==> src/rtl/vscale_md_issue_pkg.sv <==
// Shared encodings for the RV32M issue/writeback wrapper and its decoder.
package vscale_md_issue_pkg;

  localparam int XPR_LEN          = 32;
  localparam int MD_OP_WIDTH      = 2;
  localparam int MD_OUT_SEL_WIDTH = 2;

  typedef enum logic [MD_OP_WIDTH-1:0] {
    MD_OP_MUL = 2'd0,
    MD_OP_DIV = 2'd1,
    MD_OP_REM = 2'd2
  } md_op_e;

  typedef enum logic [MD_OUT_SEL_WIDTH-1:0] {
    MD_OUT_LO  = 2'd0,
    MD_OUT_HI  = 2'd1,
    MD_OUT_REM = 2'd2
  } md_out_sel_e;

  typedef enum logic [2:0] {
    S_IDLE  = 3'd0,
    S_ISSUE = 3'd1,
    S_WAIT  = 3'd2,
    S_DRAIN = 3'd3,
    S_HOLD  = 3'd4
  } state_e;

  localparam logic [2:0] F3_MUL    = 3'b000;
  localparam logic [2:0] F3_MULH   = 3'b001;
  localparam logic [2:0] F3_MULHSU = 3'b010;
  localparam logic [2:0] F3_MULHU  = 3'b011;
  localparam logic [2:0] F3_DIV    = 3'b100;
  localparam logic [2:0] F3_DIVU   = 3'b101;
  localparam logic [2:0] F3_REM    = 3'b110;
  localparam logic [2:0] F3_REMU   = 3'b111;

endpackage

==> src/rtl/vscale_md_decode.sv <==
// Combinational RV32M funct3 decoder producing mul/div unit controls.
module vscale_md_decode
  import vscale_md_issue_pkg::*;
(
  input  logic [2:0]  funct3,
  output md_op_e      op,
  output md_out_sel_e out_sel,
  output logic        in_1_signed,
  output logic        in_2_signed
);

  always_comb begin
    op          = MD_OP_MUL;
    out_sel     = MD_OUT_LO;
    in_1_signed = 1'b1;
    in_2_signed = 1'b1;
    case (funct3)
      F3_MUL:    ;
      F3_MULH:   out_sel = MD_OUT_HI;
      F3_MULHSU: begin
        out_sel     = MD_OUT_HI;
        in_2_signed = 1'b0;
      end
      F3_MULHU:  begin
        out_sel     = MD_OUT_HI;
        in_1_signed = 1'b0;
        in_2_signed = 1'b0;
      end
      F3_DIV:    op = MD_OP_DIV;
      F3_DIVU:   begin
        op          = MD_OP_DIV;
        in_1_signed = 1'b0;
        in_2_signed = 1'b0;
      end
      F3_REM:    begin
        op      = MD_OP_REM;
        out_sel = MD_OUT_REM;
      end
      F3_REMU:   begin
        op          = MD_OP_REM;
        out_sel     = MD_OUT_REM;
        in_1_signed = 1'b0;
        in_2_signed = 1'b0;
      end
      default:   ;
    endcase
  end

endmodule

==> src/rtl/vscale_md_issue.sv <==
// Issue/writeback wrapper around the RV32M mul/div unit: one instruction in
// flight, divide-by-zero bypass, flush with drain of an unabortable response.
module vscale_md_issue #(
  parameter int XPR_LEN        = vscale_md_issue_pkg::XPR_LEN,
  parameter int REG_ADDR_WIDTH = 5
) (
  input  logic                                           clk,
  input  logic                                           reset,
  input  logic                                           in_valid,
  output logic                                           in_ready,
  input  logic [2:0]                                     in_funct3,
  input  logic [XPR_LEN-1:0]                             in_rs1,
  input  logic [XPR_LEN-1:0]                             in_rs2,
  input  logic [REG_ADDR_WIDTH-1:0]                      in_rd,
  input  logic                                           flush,
  output logic                                           md_req_valid,
  input  logic                                           md_req_ready,
  output logic [vscale_md_issue_pkg::MD_OP_WIDTH-1:0]      md_req_op,
  output logic [vscale_md_issue_pkg::MD_OUT_SEL_WIDTH-1:0] md_req_out_sel,
  output logic                                           md_req_in_1_signed,
  output logic                                           md_req_in_2_signed,
  output logic [XPR_LEN-1:0]                             md_req_in_1,
  output logic [XPR_LEN-1:0]                             md_req_in_2,
  input  logic                                           md_resp_valid,
  input  logic [XPR_LEN-1:0]                             md_resp_result,
  output logic                                           wb_valid,
  input  logic                                           wb_ready,
  output logic [REG_ADDR_WIDTH-1:0]                      wb_rd,
  output logic [XPR_LEN-1:0]                             wb_data
);

  vscale_md_issue_pkg::state_e      state;
  vscale_md_issue_pkg::md_op_e      dec_op, op_q;
  vscale_md_issue_pkg::md_out_sel_e dec_out_sel, out_sel_q;
  logic                             dec_s1, dec_s2, s1_q, s2_q;
  logic [XPR_LEN-1:0]               in1_q, in2_q, data_q;
  logic [REG_ADDR_WIDTH-1:0]        rd_q;
  logic                             accept, div_zero;

  vscale_md_decode u_decode (
    .funct3      (in_funct3),
    .op          (dec_op),
    .out_sel     (dec_out_sel),
    .in_1_signed (dec_s1),
    .in_2_signed (dec_s2)
  );

  assign in_ready     = (state == vscale_md_issue_pkg::S_IDLE) && !flush;
  assign md_req_valid = (state == vscale_md_issue_pkg::S_ISSUE) && !flush;
  assign wb_valid     = (state == vscale_md_issue_pkg::S_HOLD);
  assign accept       = in_valid && in_ready;
  assign div_zero     = in_funct3[2] && (in_rs2 == '0);

  assign md_req_op          = op_q;
  assign md_req_out_sel     = out_sel_q;
  assign md_req_in_1_signed = s1_q;
  assign md_req_in_2_signed = s2_q;
  assign md_req_in_1        = in1_q;
  assign md_req_in_2        = in2_q;
  assign wb_rd              = rd_q;
  assign wb_data            = data_q;

  always_ff @(posedge clk) begin
    if (reset) begin
      state     <= vscale_md_issue_pkg::S_IDLE;
      op_q      <= vscale_md_issue_pkg::MD_OP_MUL;
      out_sel_q <= vscale_md_issue_pkg::MD_OUT_LO;
      s1_q      <= 1'b0;
      s2_q      <= 1'b0;
      in1_q     <= '0;
      in2_q     <= '0;
      rd_q      <= '0;
      data_q    <= '0;
    end else begin
      case (state)
        vscale_md_issue_pkg::S_IDLE: begin
          if (accept) begin
            op_q      <= dec_op;
            out_sel_q <= dec_out_sel;
            s1_q      <= dec_s1;
            s2_q      <= dec_s2;
            in1_q     <= in_rs1;
            in2_q     <= in_rs2;
            rd_q      <= in_rd;
            // Divide by zero never reaches the unit: RISC-V fixes the result.
            if (div_zero) begin
              data_q <= (dec_op == vscale_md_issue_pkg::MD_OP_DIV) ? '1 : in_rs1;
              state  <= vscale_md_issue_pkg::S_HOLD;
            end else begin
              state  <= vscale_md_issue_pkg::S_ISSUE;
            end
          end
        end
        vscale_md_issue_pkg::S_ISSUE: begin
          if (flush)             state <= vscale_md_issue_pkg::S_IDLE;
          else if (md_req_ready) state <= vscale_md_issue_pkg::S_WAIT;
        end
        vscale_md_issue_pkg::S_WAIT: begin
          // A strobe coinciding with flush is consumed here, so no drain is needed.
          if (flush) begin
            state <= md_resp_valid ? vscale_md_issue_pkg::S_IDLE
                                   : vscale_md_issue_pkg::S_DRAIN;
          end else if (md_resp_valid) begin
            data_q <= md_resp_result;
            state  <= vscale_md_issue_pkg::S_HOLD;
          end
        end
        vscale_md_issue_pkg::S_DRAIN: begin
          if (md_resp_valid) state <= vscale_md_issue_pkg::S_IDLE;
        end
        vscale_md_issue_pkg::S_HOLD: begin
          if (flush || wb_ready) state <= vscale_md_issue_pkg::S_IDLE;
        end
        default: state <= vscale_md_issue_pkg::S_IDLE;
      endcase
    end
  end

endmodule

==> config.mk <==
export PLATFORM = sky130hd
export DESIGN_NAME = vscale_md_issue
export DESIGN_NICKNAME = d
export VERILOG_FILES = /design/src/rtl/vscale_md_issue_pkg.sv /design/src/rtl/vscale_md_decode.sv /design/src/rtl/vscale_md_issue.sv
export SDC_FILE = /design/constraint.sdc
export NUM_CORES = 1
export LEC_CHECK = 0
export ABC_AREA = 1
export CAP_MARGIN = 20
export CORE_MARGIN = 4
export CORE_UTILIZATION = 41
export CTS_CLUSTER_SIZE = 30
export DETAILED_ROUTE_END_ITERATION = 8
export PLACE_DENSITY = 0.88
export SYNTH_ARGS = -nofsm -noshare
export SYNTH_HDL_FRONTEND = slang
export SYNTH_HIERARCHICAL = 1
export SYNTH_SLANG_ARGS = --single-unit
export TNS_END_PERCENT = 20
==> constraint.sdc <==
create_clock -name clk -period 1.95 [get_ports clk]
set_input_delay 0.2925 -clock clk [delete_from_list [all_inputs] [get_ports clk]]
set_output_delay 0.2925 -clock clk [all_outputs]
set_load 0.005 [all_outputs]
[After elaboration in Yosys (flattened, before gate mapping)]
Cells that the tools add are included.
Word-level totals
  bits in registers: 110
  input bits: 111
  output and inout bits: 110
  word-level logic and storage cells: 66
Operators by class
  eq/ne operators: 20
  multiplexer cells: 20
  reduce and logical (&&, ||, !) cells: 17
Operator list (number)
  two-way mux 32 bit: 5
  one-hot mux 32 bit (2 select lines): 1
  zero test 32 bit: 1
  two-way mux 3 bit: 8
  == test 3 bit, second input constant: 5
  one-hot mux 3 bit (5 select lines): 1
  == test 3 x 2 -> 1 bit, second input constant: 4
  inequality test 2 bit, second input constant: 5
  AND reduction 5 bit: 2
  one-hot mux 2 bit (2 select lines): 2
  == test 3 x 1 -> 1 bit, second input constant: 2
  inequality test 3 bit, second input constant: 2
  OR reduction 3 bit: 2
  logical AND 1 bit: 4
  OR reduction 2 bit: 2
  OR reduction 4 bit: 1
  zero test 3 bit: 1
  == test 2 x 1 -> 1 bit, second input constant: 1
  two-way mux 1 bit: 2
  two-way mux 2 bit: 1
  inequality test 2 x 1 -> 1 bit, second input constant: 1
  AND reduction 2 bit: 1
  nonzero test 2 bit: 1
  zero test 1 bit: 1
  logical OR 1 bit: 1

[Logic depth before layout (Yosys ltp)]
  depth in word-level cells: 8
  mapped depth: 11
  gate-level depth less buffers: 10

[By module]
The synthesis kept the hierarchy.
By module, submodules not included
  vscale_md_issue: instances 1, cells each 657, area each 4677.0 µm², seq. area each 2202.1 µm²
  vscale_md_decode: instances 1, cells each 13, area each 51.3 µm², seq. area each 0.0 µm²

[Least setup slack after synthesis]
Ideal clock, no wire load.
  path type: input to register
  from: input port in_funct3[2]
  to: register data_q[11] (netlist: wb_data[11])
  setup time: 0.070 ns
  arrival: 1.330 ns
  required time: 1.880 ns
  setup slack: 0.549 ns
  stages: 9
  path buffers: 1
  cells stage by stage: inv_2 -> nor2_1 -> inv_1 -> nor2_1 -> clkbuf_1 -> nor2_1 -> o21ai_0 -> nand3_1 -> a21oi_1
On the way
  longest elaborated chain between the ends: 8
  elaborated cells on any way between the ends: 15
  those cells by class: 6 x eq/ne; 5 x mux; 4 x reduce/logical
Ends and longest elaborated chain
  start, declared: line vscale_md_issue.sv:11  | input logic [2:0] in_funct3,
  == test 3 bit: line vscale_md_decode.sv:17  | case (funct3)
  OR reduction 2 bit (no source line)
  one-hot mux 2 bit (2 select lines) *: line vscale_md_decode.sv:17
  named net dec_op[0]: line vscale_md_issue.sv:33  | vscale_md_issue_pkg::md_op_e dec_op, op_q;
  == test 2 x 1 -> 1 bit *: line vscale_md_issue.sv:87  | data_q <= (dec_op == vscale_md_issue_pkg::MD_OP_DIV) ? '1 : in_rs1;
  two-way mux 32 bit *: line vscale_md_issue.sv:87
  two-way mux 32 bit *: line vscale_md_issue.sv:86  | if (div_zero) begin
  two-way mux 32 bit *: line vscale_md_issue.sv:77  | if (accept) begin
  one-hot mux 32 bit (2 select lines) *: line vscale_md_issue.sv:75  | case (state)
  end signal, assigned: line vscale_md_issue.sv:87
  end signal, assigned: line vscale_md_issue.sv:104  | data_q <= md_resp_result;
  end, declared: line vscale_md_issue.sv:36  | logic [XPR_LEN-1:0] in1_q, in2_q, data_q;
The timed path passes the listed nets; every way through them passes the cells marked *. The select of a mux whose other input is x is not followed.
A chain may end at the register's enable or synchronous reset.

[Worst setup path after layout]
  from: register state[2]
  to: output port in_ready
On the way
  longest elaborated chain between the ends: 2
Ends and longest elaborated chain
  start, declared: line vscale_md_issue.sv:32  | vscale_md_issue_pkg::state_e state;
  start signal, assigned: line vscale_md_issue.sv:65  | state <= vscale_md_issue_pkg::S_IDLE;
  start signal, assigned: line vscale_md_issue.sv:88  | state <= vscale_md_issue_pkg::S_HOLD;
  start signal, assigned: line vscale_md_issue.sv:90  | state <= vscale_md_issue_pkg::S_ISSUE;
  zero test 3 bit: line vscale_md_issue.sv:48  | assign in_ready = (state == vscale_md_issue_pkg::S_IDLE) && !flush;
  logical AND 1 bit: line vscale_md_issue.sv:48
  end, declared: line vscale_md_issue.sv:10  | output logic in_ready,
Every way passes these cells.

==> key figures <==
Layout
  – Final net count: just under 1000
  – Inserted Diodes: 0
  – Syn-to-layout area delta: 55.39%
  – Number of fill cells in the layout: 931
  – Reg area: 0.002205 sq mm
  – Final Cell Area: approximately 0.0073 sq mm
  – Share of layout cells above drive strength 1: around 6.8%
  – Area of the multi-input gates: between 0.002 and 0.0025 sq mm

Critical path
  – Crit path kind: flip-flop to output port
  – R2R cell count: 9
  – Startpoint types: flip-flop
  – Crit path required time: approximately 1.7 ns
  – Critical Path AT: 1.54 ns
  – CP max FO: 4
  – CP Capture Type: output port

Timing
  – Final Hold Viols: 0
  – Worst setup margin: about 0.12 ns
  – # setup viols final: 0
  – Setup Skew: between 0.004 and 0.005 ns
  – Worst-margin pin slew: between 0.4 and 0.5 ns
  – WHS: 0.4635 ns
  – Fin crit period: 1.830 ns
  – Peak Freq: 546.5 MHz
  – Fin. max-slew vios: 0
  – Max_slew headroom: about two thirds
  – Final worst path period share: 93.84%
  – Unrepaired setup endpoints after global routing: false

Placement
  – Placement Cell Area: about 0.0071 sq mm
  – GP Congestion: 0.8243
  – HPWL after DPL: 10.58 mm
  – Worst slack, placed: -0.09602 ns
  – I/O Buffers: 220

Clock tree
  – Total clock sinks: 110
  – Hold-fix buffers at CTS: 0
  – CTS max path bufs: 2
  – Clk Tree Root Cell: clkbuf_16
  – Clock transition at path regs: approximately 0.07 ns
  – Clock Latency Late Sink: 0.35 ns
  – Number of H-tree levels: 3
  – TritonCTS clock tree: built
  – Cts bufs inserted: 9

GRT
  – M1 GR Usage: 25.56%
  – Initial antenna violation count: 0
  – M3 GR Usage: slightly below 6%
  – Total track usage: ~22%
  – Met2 global-route usage: a little under two fifths
  – First-pass GRT wire length: around 23 mm
  – Largest net degree at the start of global routing: approximately 110
  – Busiest grt layer: met2
  – Vias in the first global route: 4833
  – Total gr overflow: 0

Synthesis
  – Avg Cell Area, Syn: just over 7 sq um
  – YS warnings: 6
  – Syn Nets: 781
  – Area contributors post-synth: dfxtp_1 (47%), nand2_1 (19%), a21oi_1 (12%)
  – Xor-xnor portion of the synthesized cell area: 0%
  – Synth cell types: 24
  – Post-synthesis sequential element count: 110
  – Mux share of post-synthesis cell area: 0%
  – Post-synthesis compound-gate area fraction: 15.30%
  – Largest area contributor in the netlist: dfxtp_1
  – Synth Area in Adders: 0%
  – Seq/Total Area, Yosys: roughly 47%
  – Simple-Gate Fraction of Synth Area: around 30%
  – Top-area cell type share of the netlist area: roughly 47%
  – Mapped Area: roughly 0.0047 sq mm
  – Main combinational cell family by area after synthesis: simple AND/OR/NAND/NOR gates
  – Cells after Synth: 670

Detailed routing
  – Initial DRC count: about 340
  – Detailed-route via count: 5109
  – Via/cell ratio: approximately 5.0
  – # DRC: 0
  – Final wirelength: ~15 mm
  – Drt pass-1 iters: 7
  – DR WL/cell: between 10 and 15 microns
  – Post-DRT Antenna Nets: 0

Floorplanning
  – Top-level I/O count: ~220
  – Die X: 115.4 microns
  – Die Area: around 0.013 sq mm
  – Initial Util: between 40% and 50%
  – Rows: 38
  – Height of the chip: approximately 120 microns
  – Core area: approximately 0.011 sq mm

Run
  – MaxCap Viol Count: 0

Min path
  – Hold Path Class: flip-flop to flip-flop
  – WHS Path Cells: 2

Power and ir drop
  – Power density cells: roughly 1000 mW/mm^2
  – Pleak: 2.668 nW
  – Peak VDD IR: ~0.96 mV

Outcome
  – Status: complete, no violations
==> logic make-up after synthesis <==
group           count (synthesis)
compound gates                143
flops                         110
simple gates                  347
buf+inv                        70
==> where the power goes <==
| group | switching [mW] | internal [mW] |
|---|---|---|
| logic | 1.48 | 1.33 |
| registers | 0.181 | 2.57 |
| clock network | 0.892 | 0.881 |
| total | 2.55 | 4.78 |
==> metal layers <==
| layer | vias to the layer above | wire (microns) |
|---|---|---|
| li1 | 2573 | - |
| met1 | 2316 | 5906 |
| met2 | 186 | 7489 |
| met3 | 34 | 1084 |
| met4 | 0 | 468 |
| met5 | - | 0 |
==> cell type report <==
cell class                 instances  area share [%]
clock buffer                       9           3.065
sequential                       110           30.01
tap                              140           2.384
multi-input combinational        490           29.24
clock inverter                     7          0.7834
timing repair buffer             244           33.24
inverter                          23           1.277
==> registers in the layout, summed over array words and instances, names as in the netlist <==
signal	cells
state	3
md_req_out_sel	2
md_req_in_2	32
md_req_in_1_signed	1
md_req_in_2_signed	1
wb_rd	5
md_req_in_1	32
md_req_op	2
wb_data	32
==> cell usage in the layout (no fill, tap or decap), types with 20 or more instances in the layout <==
master	Yosys	routed
nand2_1	237	237
clkdlybuf4s50_1	0	219
a21oi_1	109	109
dfxtp_1	110	108
nor2_1	58	57
nand3_1	38	38
o21ai_0	23	23
inv_1	20	20
buf_4	9	20
==> critical path, cell delays in order (launching register included) <==
cell and delay [ns]:
dfxtp_2 0.35, nor2_2 0.12, nand2_2 0.09, nor2_4 0.12, clkdlybuf4s50_1 0.52
==> Yosys cell counts <==
cell type  number
inv_1          20
nand2_2         4
nand3b_1        1
nor3_1          2
nand2_8         1
clkbuf_1       18
inv_2           2
buf_8           3
buf_4           9
a21oi_2         2
o21ai_0        23
dfxtp_1       110
buf_2          12
nand3_1        38
nand4_1         1
nand2_4         2
nor2_4          1
nor2_1         58
inv_8           1
buf_6           5
nand2_1       237
a21oi_1       109
nor2_2          2
o21ai_1         9
==> path summary, 6_finish.rpt <==
check | start | end | slack [ns]
worst max-delay path | state[2] | in_ready | 0.12
worst min-delay path | wb_data[5] | wb_data[5] | 0.46
worst max register to register | state[1] | wb_data[14] | 0.30
worst min register to register | wb_data[5] | wb_data[5] | 0.46
==> stage by stage <==
step	utilization [%]	cells	total power, mW	TNS, ns
CTS	66.26	1023	7.387	0
global route	66.32	1023	7.781	0
floorplan	-	670	4.383	0
detailed placement	63.70	1007	5.602	-2.711
finish	66.32	1023	7.332	0
global placement	63.70	1007	5.550	-1.170
==> repair_timing <==
item                       4_1_cts  5_1_grt
gates resized for setup          1        2
pin swaps                        0        0
gates cloned                     0        0
setup endpoints to repair        1        2
buffers inserted                 0        0
No activity file was read; power rests on OpenSTA's default activity.
